$ cat config.mk
export PLATFORM = sky130hd
export DESIGN_NAME = ws2812_rx
export DESIGN_NICKNAME = d
export VERILOG_FILES = /design/src/rtl/ws2812_pkg.sv /design/src/rtl/ws2812_pulse_meter.sv /design/src/rtl/ws2812_rx.sv
export SDC_FILE = /design/constraint.sdc
export NUM_CORES = 1
export LEC_CHECK = 0
export BUFFER_PORTS_ARGS = -buffer_cell sky130_fd_sc_hd__buf_2
export CAP_MARGIN = 20
export CORE_ASPECT_RATIO = 1.75
export CORE_MARGIN = 4
export CORE_UTILIZATION = 50
export CTS_BUF_LIST = sky130_fd_sc_hd__clkbuf_4 sky130_fd_sc_hd__clkbuf_8 sky130_fd_sc_hd__clkbuf_16
export DETAILED_ROUTE_END_ITERATION = 7
export PLACE_DENSITY = 0.82
export SETUP_SLACK_MARGIN = 0.02
export SYNTH_ARGS = -nofsm -noshare
export SYNTH_HDL_FRONTEND = slang
export SYNTH_HIERARCHICAL = 1
export SYNTH_SLANG_ARGS = --single-unit
$ cat constraint.sdc
create_clock -name clock -period 2.7 [get_ports clock]
set_input_delay 0.135 -clock clock [delete_from_list [all_inputs] [get_ports clock]]
set_output_delay 0.135 -clock clock [all_outputs]
set_load 0.005 [all_outputs]
$ cat src/rtl/ws2812_pkg.sv
// rtl/ws2812_pkg.sv - shared WS2812 timing constants, receiver states and byte ordering
//
// Contents:
//   cycles_ns          nanoseconds -> clock cycles at a given clock frequency
//   t0h/t1h/bit_thresh/min_high/max_high/reset_gap_cycles
//                      pulse-timing constants in cycles; the transmitter and
//                      receiver both derive their timing from these functions
//   rx_state_t, ST_*   receiver FSM state encoding
//   data_to_wire / wire_to_data
//                      byte reorder between data-field order and wire order

package ws2812_pkg;

  typedef logic [1:0] rx_state_t;

  localparam rx_state_t ST_UNSYNC = 2'd0;
  localparam rx_state_t ST_IDLE   = 2'd1;
  localparam rx_state_t ST_HIGH   = 2'd2;
  localparam rx_state_t ST_LOW    = 2'd3;

  // 64-bit intermediate so fast clocks do not overflow the product.
  function automatic int cycles_ns(input int clk_freq, input int ns);
    return int'((longint'(clk_freq) * longint'(ns)) / longint'(1000000000));
  endfunction

  function automatic int t0h_cycles(input int clk_freq);
    return cycles_ns(clk_freq, 350);
  endfunction

  function automatic int t1h_cycles(input int clk_freq);
    return cycles_ns(clk_freq, 700);
  endfunction

  function automatic int bit_thresh_cycles(input int clk_freq);
    return cycles_ns(clk_freq, 600);
  endfunction

  function automatic int min_high_cycles(input int clk_freq);
    return cycles_ns(clk_freq, 100);
  endfunction

  function automatic int max_high_cycles(input int clk_freq);
    return cycles_ns(clk_freq, 2000);
  endfunction

  function automatic int reset_gap_cycles(input int clk_freq);
    return clk_freq / 20000;
  endfunction

  // The transmitter swaps the two upper bytes of the data field onto the
  // wire (G/R swap). The swap is its own inverse, so both directions share it.
  function automatic logic [23:0] data_to_wire(input logic [23:0] d);
    return {d[15:8], d[23:16], d[7:0]};
  endfunction

  function automatic logic [23:0] wire_to_data(input logic [23:0] w);
    return {w[15:8], w[23:16], w[7:0]};
  endfunction

endpackage

$ cat src/rtl/ws2812_pulse_meter.sv
// rtl/ws2812_pulse_meter.sv - synchronizes the WS2812 line and measures high/low pulse widths
//
// Ports:
//   clock      in   system clock
//   reset      in   synchronous active-high reset
//   din        in   raw serial line, asynchronous to clock
//   rise       out  synchronized line went low -> high this cycle
//   bit_valid  out  a legal-width high pulse ended this cycle
//   bit_val    out  decoded value of that pulse (width >= BIT_THRESH)
//   glitch     out  a high pulse shorter than MIN_HIGH ended this cycle
//   too_long   out  the current/just-ended high pulse exceeded MAX_HIGH
//   gap        out  line has been low for RESET_GAP cycles (latch)

module ws2812_pulse_meter #(
  parameter int MIN_HIGH   = 2,
  parameter int BIT_THRESH = 12,
  parameter int MAX_HIGH   = 40,
  parameter int RESET_GAP  = 1000
) (
  input  logic clock,
  input  logic reset,
  input  logic din,
  output logic rise,
  output logic bit_valid,
  output logic bit_val,
  output logic glitch,
  output logic too_long,
  output logic gap
);

  localparam int HW = $clog2(MAX_HIGH + 2);
  localparam int LW = $clog2(RESET_GAP + 1);

  localparam logic [HW-1:0] HI_MIN = HW'(MIN_HIGH);
  localparam logic [HW-1:0] HI_THR = HW'(BIT_THRESH);
  localparam logic [HW-1:0] HI_MAX = HW'(MAX_HIGH);
  localparam logic [HW-1:0] HI_SAT = HW'(MAX_HIGH + 1);
  localparam logic [LW-1:0] LO_SAT = LW'(RESET_GAP);

  logic [1:0]    sync;
  logic          din_s;
  logic          din_d;
  logic          fall;
  logic [HW-1:0] hi_cnt;
  logic [LW-1:0] lo_cnt;

  assign din_s = sync[1];
  assign rise  = din_s & ~din_d;
  assign fall  = din_d & ~din_s;

  // Counters restart at 1 on the edge so the count includes the edge cycle;
  // on the fall cycle hi_cnt therefore equals the full high width.
  always_ff @(posedge clock) begin
    if (reset) begin
      sync   <= '0;
      din_d  <= 1'b0;
      hi_cnt <= '0;
      lo_cnt <= '0;
    end else begin
      sync  <= {sync[0], din};
      din_d <= din_s;
      if (din_s) begin
        lo_cnt <= '0;
        if (rise)
          hi_cnt <= HW'(1);
        else if (hi_cnt != HI_SAT)
          hi_cnt <= hi_cnt + HW'(1);
      end else begin
        if (fall)
          lo_cnt <= LW'(1);
        else if (lo_cnt != LO_SAT)
          lo_cnt <= lo_cnt + LW'(1);
      end
    end
  end

  // din_d also covers the fall cycle, so a pulse that ends exactly as it
  // crosses MAX_HIGH is still flagged rather than decoded as a 1.
  assign too_long  = din_d & (hi_cnt > HI_MAX);
  assign glitch    = fall & (hi_cnt < HI_MIN);
  assign bit_valid = fall & ~glitch & ~too_long;
  assign bit_val   = (hi_cnt >= HI_THR);
  assign gap       = (lo_cnt == LO_SAT);

endmodule

$ cat src/rtl/ws2812_rx.sv
// rtl/ws2812_rx.sv - WS2812 receive decoder: pixels, indices, frame boundaries, errors
//
// Ports:
//   clock         in   system clock
//   reset         in   synchronous active-high reset
//   din           in   serial WS2812 line, asynchronous to clock
//   pix_valid     out  one-cycle strobe, pix_data/pix_index valid
//   pix_data      out  recovered 24-bit word in data-field order
//   pix_index     out  0-based pixel position within the frame
//   frame_done    out  one-cycle strobe on a latch gap after at least one bit
//   frame_pixels  out  complete pixels in the frame, valid with frame_done
//   err           out  one-cycle strobe on any protocol error
//   synced        out  latch gap seen and no resynchronizing error since

module ws2812_rx
  import ws2812_pkg::*;
#(
  parameter int CLK_FREQ   = 20000000,
  parameter int NUM_LEDS   = 256,
  parameter int BIT_THRESH = bit_thresh_cycles(CLK_FREQ),
  parameter int MIN_HIGH   = min_high_cycles(CLK_FREQ),
  parameter int MAX_HIGH   = max_high_cycles(CLK_FREQ),
  parameter int RESET_GAP  = reset_gap_cycles(CLK_FREQ)
) (
  input  logic                              clock,
  input  logic                              reset,
  input  logic                              din,
  output logic                              pix_valid,
  output logic [23:0]                       pix_data,
  output logic [$clog2(NUM_LEDS+1)-1:0]     pix_index,
  output logic                              frame_done,
  output logic [$clog2(NUM_LEDS+1)-1:0]     frame_pixels,
  output logic                              err,
  output logic                              synced
);

  localparam int              IW      = $clog2(NUM_LEDS + 1);
  localparam logic [IW-1:0]   PIX_MAX = IW'(NUM_LEDS);

  logic          rise;
  logic          bit_valid;
  logic          bit_val;
  logic          glitch;
  logic          too_long;
  logic          gap;

  rx_state_t     state;
  logic [23:0]   sr;
  logic [23:0]   sr_next;
  logic [4:0]    bit_cnt;
  logic [IW-1:0] pix_cnt;

  ws2812_pulse_meter #(
    .MIN_HIGH   (MIN_HIGH),
    .BIT_THRESH (BIT_THRESH),
    .MAX_HIGH   (MAX_HIGH),
    .RESET_GAP  (RESET_GAP)
  ) u_meter (
    .clock      (clock),
    .reset      (reset),
    .din        (din),
    .rise       (rise),
    .bit_valid  (bit_valid),
    .bit_val    (bit_val),
    .glitch     (glitch),
    .too_long   (too_long),
    .gap        (gap)
  );

  // Wire bits arrive MSB-first.
  assign sr_next = {sr[22:0], bit_val};

  always_ff @(posedge clock) begin
    if (reset) begin
      state        <= ST_UNSYNC;
      sr           <= '0;
      bit_cnt      <= '0;
      pix_cnt      <= '0;
      pix_valid    <= 1'b0;
      pix_data     <= '0;
      pix_index    <= '0;
      frame_done   <= 1'b0;
      frame_pixels <= '0;
      err          <= 1'b0;
      synced       <= 1'b0;
    end else begin
      pix_valid  <= 1'b0;
      frame_done <= 1'b0;
      err        <= 1'b0;
      case (state)
        ST_UNSYNC: begin
          if (gap && !rise) begin
            state  <= ST_IDLE;
            synced <= 1'b1;
          end
        end
        ST_IDLE: begin
          if (rise)
            state <= ST_HIGH;
        end
        ST_HIGH: begin
          if (glitch || too_long) begin
            // Framing is lost: discard everything and wait for a latch gap.
            err     <= 1'b1;
            synced  <= 1'b0;
            state   <= ST_UNSYNC;
            sr      <= '0;
            bit_cnt <= '0;
            pix_cnt <= '0;
          end else if (bit_valid) begin
            state <= ST_LOW;
            sr    <= sr_next;
            if (bit_cnt == 5'd23) begin
              bit_cnt <= '0;
              if (pix_cnt == PIX_MAX) begin
                // More pixels than the strip holds: flag, drop, keep counting frame.
                err <= 1'b1;
              end else begin
                pix_valid <= 1'b1;
                pix_data  <= wire_to_data(sr_next);
                pix_index <= pix_cnt;
                pix_cnt   <= pix_cnt + IW'(1);
              end
            end else begin
              bit_cnt <= bit_cnt + 5'd1;
            end
          end
        end
        ST_LOW: begin
          if (rise) begin
            state <= ST_HIGH;
          end else if (gap) begin
            frame_done   <= 1'b1;
            frame_pixels <= pix_cnt;
            if (bit_cnt != 5'd0)
              err <= 1'b1;
            state   <= ST_IDLE;
            sr      <= '0;
            bit_cnt <= '0;
            pix_cnt <= '0;
          end
        end
        default: state <= ST_UNSYNC;
      endcase
    end
  end

endmodule

* Word level (Yosys, flattened, before mapping)
Cells that the tools add are included.
Word-level totals: bits in registers 104, bits in read-only memories 0, word-level logic and storage cells 119, output and inout port bits 46, memories 0, bits in latches 0, input bits 3, memory bits (writable) 0
Operators by class: shift-type cells 0, div/mod/pow operators 0, bitwise gates (word level) 17, reductions and logical operators 20, $mul 0, add/subtract/negate cells 4, equal/unequal tests 17, muxes and demuxes 42, $lt $le $gt $ge 3
Operators with widths (number):
- $mux 23 | 4
- $mux 9 | 6
- $pmux 23 s2 | 1
- $mux 5 | 5
- $pmux 9 s2 | 1
- $mux 1 | 13
- $mux 2 | 6
- $mux 6 | 2
- $ne 3x3->1 const B | 4
- $not 1->1 | 11
- $add 10x1->10 const B | 1
- $eq 10x10->1 const B | 1
- $ne 10x10->1 const B | 1
- $ne 2x2->1 const B | 5
- $pmux 5 s2 | 1
- $add 9x1->9 const B | 1
- $eq 9x9->1 const B | 1
- $pmux 2 s4 | 1
- $reduce_and 4->1 | 2
- $reduce_bool 2->1 | 4
- $add 6x1->6 const B | 1
- $and 1x1->1 | 6
- $ge 6x4->1 const B | 1
- $gt 6x6->1 const B | 1
- 19 further kinds | 23

* Longest topological paths before layout
depth after elaboration 9, gate-level depth with buffers 11, gate-level depth less buffers 9

* By module
Netlist, hierarchy kept.
Modules (own cells, without submodules):
- ws2812_rx | area each 3457.1 sq um, instances 1, cells an instance 427
- ws2812_pulse_meter | area each 1011.0 sq um, instances 1, cells an instance 120

* Worst setup path after synthesis
No wires, ideal clock.
path kind flip-flop to flip-flop, from register u_meter.hi_cnt[2], to register sr[10], path buffers 2, setup slack -60 ps, period minus slack after synthesis 2760 ps, arrival time 2689 ps, cell stages (with the launch flop) 9, cells stage by stage dfxtp_1 or4_1 nor4_1 nor4b_4 buf_2 a221oi_2 buf_2 nand3_1 a21oi_1
Between the ends: cells in the longest elaborated chain, start to end 7, elaborated cells on any way between the ends 13
Ends and longest elaborated chain:
- start, declared | RTL line ws2812_pulse_meter.sv:44 | logic [HW-1:0] hi_cnt;
- start signal, assigned | RTL line ws2812_pulse_meter.sv:67 | hi_cnt <= hi_cnt + HW'(1);
- $lt 6x2->1 * | RTL line ws2812_pulse_meter.sv:80 | assign glitch = fall & (hi_cnt < HI_MIN);
- $and 1x1->1 * | RTL line ws2812_pulse_meter.sv:80
- named net glitch | RTL line ws2812_rx.sv:43 | logic glitch;
- $not 1->1 | RTL line ws2812_pulse_meter.sv:81 | assign bit_valid = fall & ~glitch & ~too_long;
- $and 1x1->1 (2 in series) | RTL line ws2812_pulse_meter.sv:81
- $ne 3x3->1 (no line)
- $reduce_and 4->1 (no line)
- end signal, assigned | RTL line ws2812_rx.sv:112 | sr <= sr_next;
- end, declared | RTL line ws2812_rx.sv:48 | logic [23:0] sr;
The timed path passes the listed nets; every way through them passes the cells marked *. A chain may end at the register's enable or synchronous reset.

* Worst setup path after layout
from register u_meter.hi_cnt[1], to register pix_cnt[8]
Between the ends: elaborated cells on any way between the ends 15
RTL lines:
- $gt 6x6->1 * | RTL line ws2812_pulse_meter.sv:79 | assign too_long = din_d & (hi_cnt > HI_MAX);
- $and 1x1->1 * | RTL line ws2812_pulse_meter.sv:79
- named net too_long | RTL line ws2812_rx.sv:44 | logic too_long;
- $not 1->1 | RTL line ws2812_pulse_meter.sv:81
- $and 1x1->1 | RTL line ws2812_pulse_meter.sv:81
- $ne 3x3->1 (no line)
- $reduce_and 6->1 (no line)
- end signal, assigned | RTL line ws2812_rx.sv:122 | pix_cnt <= pix_cnt + IW'(1);
- end, declared | RTL line ws2812_rx.sv:51 | logic [IW-1:0] pix_cnt;
Marked as above.

==> flow_summary.html <==
<table>
<tr><th>Metric</th><th>Value</th></tr>
<tr><th colspan="2">Timing</th></tr>
<tr><td>Final Max Slew Viols</td><td>0</td></tr>
<tr><td>Max frequency</td><td>roughly 0.4 GHz</td></tr>
<tr><td>Worst slew pin tran</td><td>around 0.63 ns</td></tr>
<tr><td>Fin Clk Skew</td><td>approximately 0.0088 ns</td></tr>
<tr><td>Final critical-path share of the clock period</td><td>93.67%</td></tr>
<tr><td>Hold Violations, Final</td><td>0</td></tr>
<tr><td>Number of endpoints failing setup at the final stage</td><td>0</td></tr>
<tr><td>Relative slew margins</td><td>57.76%</td></tr>
<tr><td>Hold Slack</td><td>roughly 0.30 ns</td></tr>
<tr><td>Fin Setup TNS</td><td>0 ns</td></tr>
<tr><td>Final worst path period need</td><td>about 2.5 ns</td></tr>
<tr><td>Setup repair after global routing missed its margin</td><td>yes</td></tr>
<tr><th colspan="2">Power and ir drop</th></tr>
<tr><td>Net load switching power</td><td>approximately 0.64 mW</td></tr>
<tr><td>Power share of the sequential group</td><td>49.8%</td></tr>
<tr><td>Cell leakage power</td><td>approximately 1.8 nW</td></tr>
<tr><td>Power share of the combinational group</td><td>2.4%</td></tr>
<tr><td>P per Cell Area</td><td>605.6 nW/um^2</td></tr>
<tr><td>Clock network fraction of total power</td><td>47.8%</td></tr>
<tr><td>Cell-internal power</td><td>2.482 mW</td></tr>
<tr><td>Peak supply drop</td><td>between 0.0003 and 0.0004 V</td></tr>
<tr><td>Switching portion of total power</td><td>about a fifth</td></tr>
<tr><td>Overall power of the completed layout</td><td>3.122 mW</td></tr>
<tr><th colspan="2">Logic synthesis</th></tr>
<tr><td>Post-Synthesis Cells</td><td>between 500 and 600</td></tr>
<tr><td>Sequential area share after synthesis</td><td>a little under half</td></tr>
<tr><td>#FFs+latches synth</td><td>104</td></tr>
<tr><td>Unique masters post-synth</td><td>55</td></tr>
<tr><td>Average size of a mapped cell</td><td>around 8 sq um</td></tr>
<tr><td>Syn. warnings</td><td>6</td></tr>
<tr><td>Async S/R FF share, synth</td><td>0%</td></tr>
<tr><td>Mapped Nets</td><td>559</td></tr>
<tr><td>Flip-flop cell with the highest count after synthesis</td><td>dfxtp_1</td></tr>
<tr><td>Post-synthesis instance area</td><td>approximately 4500 sq um</td></tr>
<tr><td>EDFF count, synth</td><td>0</td></tr>
<tr><th colspan="2">Clock tree</th></tr>
<tr><td>Number of levels in the clock H-tree</td><td>3</td></tr>
<tr><td>Clock latency at the later pin of the worst-skew pair</td><td>0.34 ns</td></tr>
<tr><td>Clock-pin slew on the worst setup and hold paths</td><td>0.07 ns</td></tr>
<tr><td>Max clock buf depth</td><td>2</td></tr>
<tr><td>Clk sink count</td><td>between 100 and 150</td></tr>
<tr><td>Root buffer cell</td><td>clkbuf_16</td></tr>
<tr><td>Clock tree from TritonCTS</td><td>built</td></tr>
<tr><td>TritonCTS Buffers</td><td>9</td></tr>
<tr><th colspan="2">Route</th></tr>
<tr><td>Total via count after detailed routing</td><td>slightly above 4000</td></tr>
<tr><td>Routed WL</td><td>slightly above 10000 um</td></tr>
<tr><td>Post-route DRC</td><td>0</td></tr>
<tr><td>Routed Antenna Nets</td><td>0</td></tr>
<tr><td>Routed wire per std cell</td><td>approximately 14 um</td></tr>
<tr><td>Iteration-0 DRC count of the detailed router</td><td>roughly 450</td></tr>
<tr><td>Average vias per placed instance</td><td>roughly 5.7</td></tr>
<tr><td>Pre-Repair DR Iteration Count</td><td>5</td></tr>
<tr><th colspan="2">Layout</th></tr>
<tr><td>Count of placed standard cells in the final layout, fillers left out</td><td>roughly 700</td></tr>
<tr><td>Number of inserted filler cells in the final layout</td><td>between 700 and 800</td></tr>
<tr><td>Sequential cell area</td><td>about 2100 sq um</td></tr>
<tr><td>Multi-input gate area in the final layout</td><td>2172 sq um</td></tr>
<tr><td>Area grow syn2layout</td><td>15.37%</td></tr>
<tr><td>Fraction of layout cells with a size suffix above 1</td><td>~16%</td></tr>
<tr><td>Most common library cell in the layout ignoring fill and taps</td><td>nand2_1</td></tr>
<tr><td>Design Area, Final</td><td>5155 sq um</td></tr>
<tr><td>Final-stage net count</td><td>slightly below 600</td></tr>
<tr><td>Commonest non-fill, non-tap cells in the layout</td><td>nand2_1 (125), dfxtp_1 (104), a21oi_1 (87), buf_2 (48), nand3_1 (47)</td></tr>
<tr><td>Number of diodes added for antenna fixing</td><td>0</td></tr>
<tr><th colspan="2">Global route</th></tr>
<tr><td>First-pass GRT wire length</td><td>between 15000 and 20000 um</td></tr>
<tr><td>Largest net degree at the start of global routing</td><td>36</td></tr>
<tr><td>Antenna violations before repair</td><td>0</td></tr>
<tr><td>Total congestion overflow after global routing</td><td>0</td></tr>
<tr><td>Gr usage total</td><td>between 20% and 30%</td></tr>
<tr><td>Vias in the first global route</td><td>roughly 3700</td></tr>
<tr><th colspan="2">Placement</th></tr>
<tr><td>HPWL Detailed</td><td>slightly above 7000 um</td></tr>
<tr><td>Inst Count DP</td><td>690</td></tr>
<tr><td>IO buf count</td><td>48</td></tr>
<tr><td>Placed Instance Area</td><td>4787 sq um</td></tr>
<tr><td>Final GP Congestion</td><td>roughly 0.96</td></tr>
<tr><th colspan="2">Worst setup path</th></tr>
<tr><td>Delay of the slowest critical-path stage</td><td>approximately 0.56 ns</td></tr>
<tr><td>Register-to-Register Setup Slack</td><td>roughly 0.17 ns</td></tr>
<tr><td>CP required</td><td>2.96 ns</td></tr>
<tr><td>Critical path capture point type</td><td>flop</td></tr>
<tr><td>Critical-path maximum fanout</td><td>8</td></tr>
<tr><td>Data arrival time at the worst-slack endpoint</td><td>between 2 and 3 ns</td></tr>
<tr><td>Worst setup path category</td><td>reg2reg</td></tr>
<tr><td>Kind of cell adding the most delay to the critical path</td><td>simple AND/OR/NAND/NOR gates</td></tr>
<tr><td>Highest-delay cell along the critical path</td><td>or4_1</td></tr>
<tr><td>Cell chain of the critical path</td><td>inv_1 &gt; ha_1 &gt; nand2b_1 &gt; a21oi_1 &gt; nor2_2 &gt; nor4b_4 &gt; o2111ai_2 &gt; or4_1 &gt; a31oi_1</td></tr>
<tr><td>Nature of the critical path startpoint</td><td>flop</td></tr>
<tr><td>Worst path bufs/invs</td><td>1</td></tr>
<tr><th colspan="2">Floorplanning</th></tr>
<tr><td>Site row count</td><td>45</td></tr>
<tr><td>Die Y</td><td>~130 um</td></tr>
<tr><td>Core area</td><td>8727 sq um</td></tr>
<tr><td>Top-Level Pins</td><td>roughly 50</td></tr>
<tr><td>Starting utilization of the core area</td><td>~50%</td></tr>
<tr><td>Area enclosed by the die boundary</td><td>10570 sq um</td></tr>
<tr><td>Die Wd</td><td>between 70 and 80 um</td></tr>
<tr><th colspan="2">Outcome</th></tr>
<tr><td>Result of the run</td><td>finished clean</td></tr>
<tr><th colspan="2">Run</th></tr>
<tr><td>Reported max-cap violation count</td><td>0</td></tr>
<tr><th colspan="2">Hold path</th></tr>
<tr><td>Path type of the worst min-delay path</td><td>in2reg</td></tr>
</table>
## timing repair
action                                 in CTS  in global routing
gates resized for setup                     0                  3
hold buffers                                1                  0
endpoints found under the hold margin       1                  0
buffers inserted                            0                  0
setup endpoints to repair                   0                 29
## layer usage
| layer | part of all wire [%] | vias up | global-route usage (%) |
|---|---|---|---|
| li1 | - | 1998 | - |
| met1 | 40 | 1879 | 23.48 |
| met2 | 53 | 128 | 35.58 |
| met3 | 4.1 | 25 | 3.202 |
| met4 | 2.5 | 0 | 8.604 |
| met5 | 0 | - | 0 |
## cells by family after synthesis
family / after synthesis / synth area share, %
buffers and inverters: 50 / 5.125
and+or+nand+nor: 240 / 26.07
xor gates and xnor gates: 3 / 0.5882
DFF: 104 / 46.60
adders and majority gates: 9 / 2.520
muxes: 3 / 0.6721
AOI/OAI and AO/OA: 138 / 18.43
## stage by stage
| step | utilization, % | setup slack, ns |
|---|---|---|
| after detailed placement | 54.85 | 0.2032 |
| after global placement | 54.85 | 0.3123 |
| final | 59.07 | 0.1710 |
| after floorplan | - | 0.1815 |
| after CTS | 58.98 | 0.1499 |
| after global routing | 59.07 | 0.01373 |
## power groups by stage
stage / Clock (mW) / Sequential, mW / Combinational, mW
finish: 1.49 / 1.56 / 0.0747
global route: 1.58 / 1.56 / 0.0847
CTS: 1.53 / 1.55 / 0.0743
detailed placement: 0 / 1.59 / 0.0726
global placement: 0 / 1.59 / 0.0701
floorplan: 0 / 1.59 / 0.0556
## area by class of cell
cell class	instances	area share, %
well taps	117	2.840
multi-input cells	393	42.14
repair buffers	61	6.675
clock buffers	9	4.369
clock inverters	7	2.427
flip-flops and latches	104	40.39
inverters	16	1.165
## path summary, 6_finish.rpt
check,depth (start not counted),start,to
max,9,u_meter/hi_cnt[1]$_SDFFE_PP0P_,pix_cnt[8]$_SDFFE_PP0P_
min,2,reset,u_meter/sync[0]$_SDFF_PP0_
max reg2reg,9,u_meter/hi_cnt[1]$_SDFFE_PP0P_,pix_cnt[8]$_SDFFE_PP0P_
min reg2reg,1,u_meter/sync[0]$_SDFF_PP0_,u_meter/sync[1]$_SDFF_PP0_
## cell usage after synthesis (4+ instances only)
master / number / area, sq um
nor2b_1: 4 / 25.02
ha_1: 9 / 112.6
o21ai_0: 13 / 65.06
a21oi_1: 87 / 435.4
inv_1: 14 / 52.55
or4_1: 9 / 67.56
nor3_1: 6 / 30.03
nand3_1: 47 / 235.2
dfxtp_1: 104 / 2082
clkbuf_1: 15 / 56.30
a31oi_1: 8 / 50.05
or3_1: 5 / 31.28
nand2_1: 125 / 469.2
buf_4: 7 / 52.55
buf_2: 12 / 60.06
nor2_1: 17 / 63.81
## state kept, by name (all words and copies together) (netlist names)
| signal | cells |
|---|---|
| frame_done | 1 |
| pix_index | 9 |
| u_meter/din_d | 1 |
| pix_data | 24 |
| frame_pixels | 9 |
| u_meter/hi_cnt | 6 |
| state | 2 |
| pix_valid | 1 |
| err | 1 |
| pix_cnt | 9 |
| u_meter/lo_cnt | 10 |
| u_meter/sync | 2 |
| synced | 1 |
| sr | 23 |
| bit_cnt | 5 |
(Power assumes the default switching activity.)
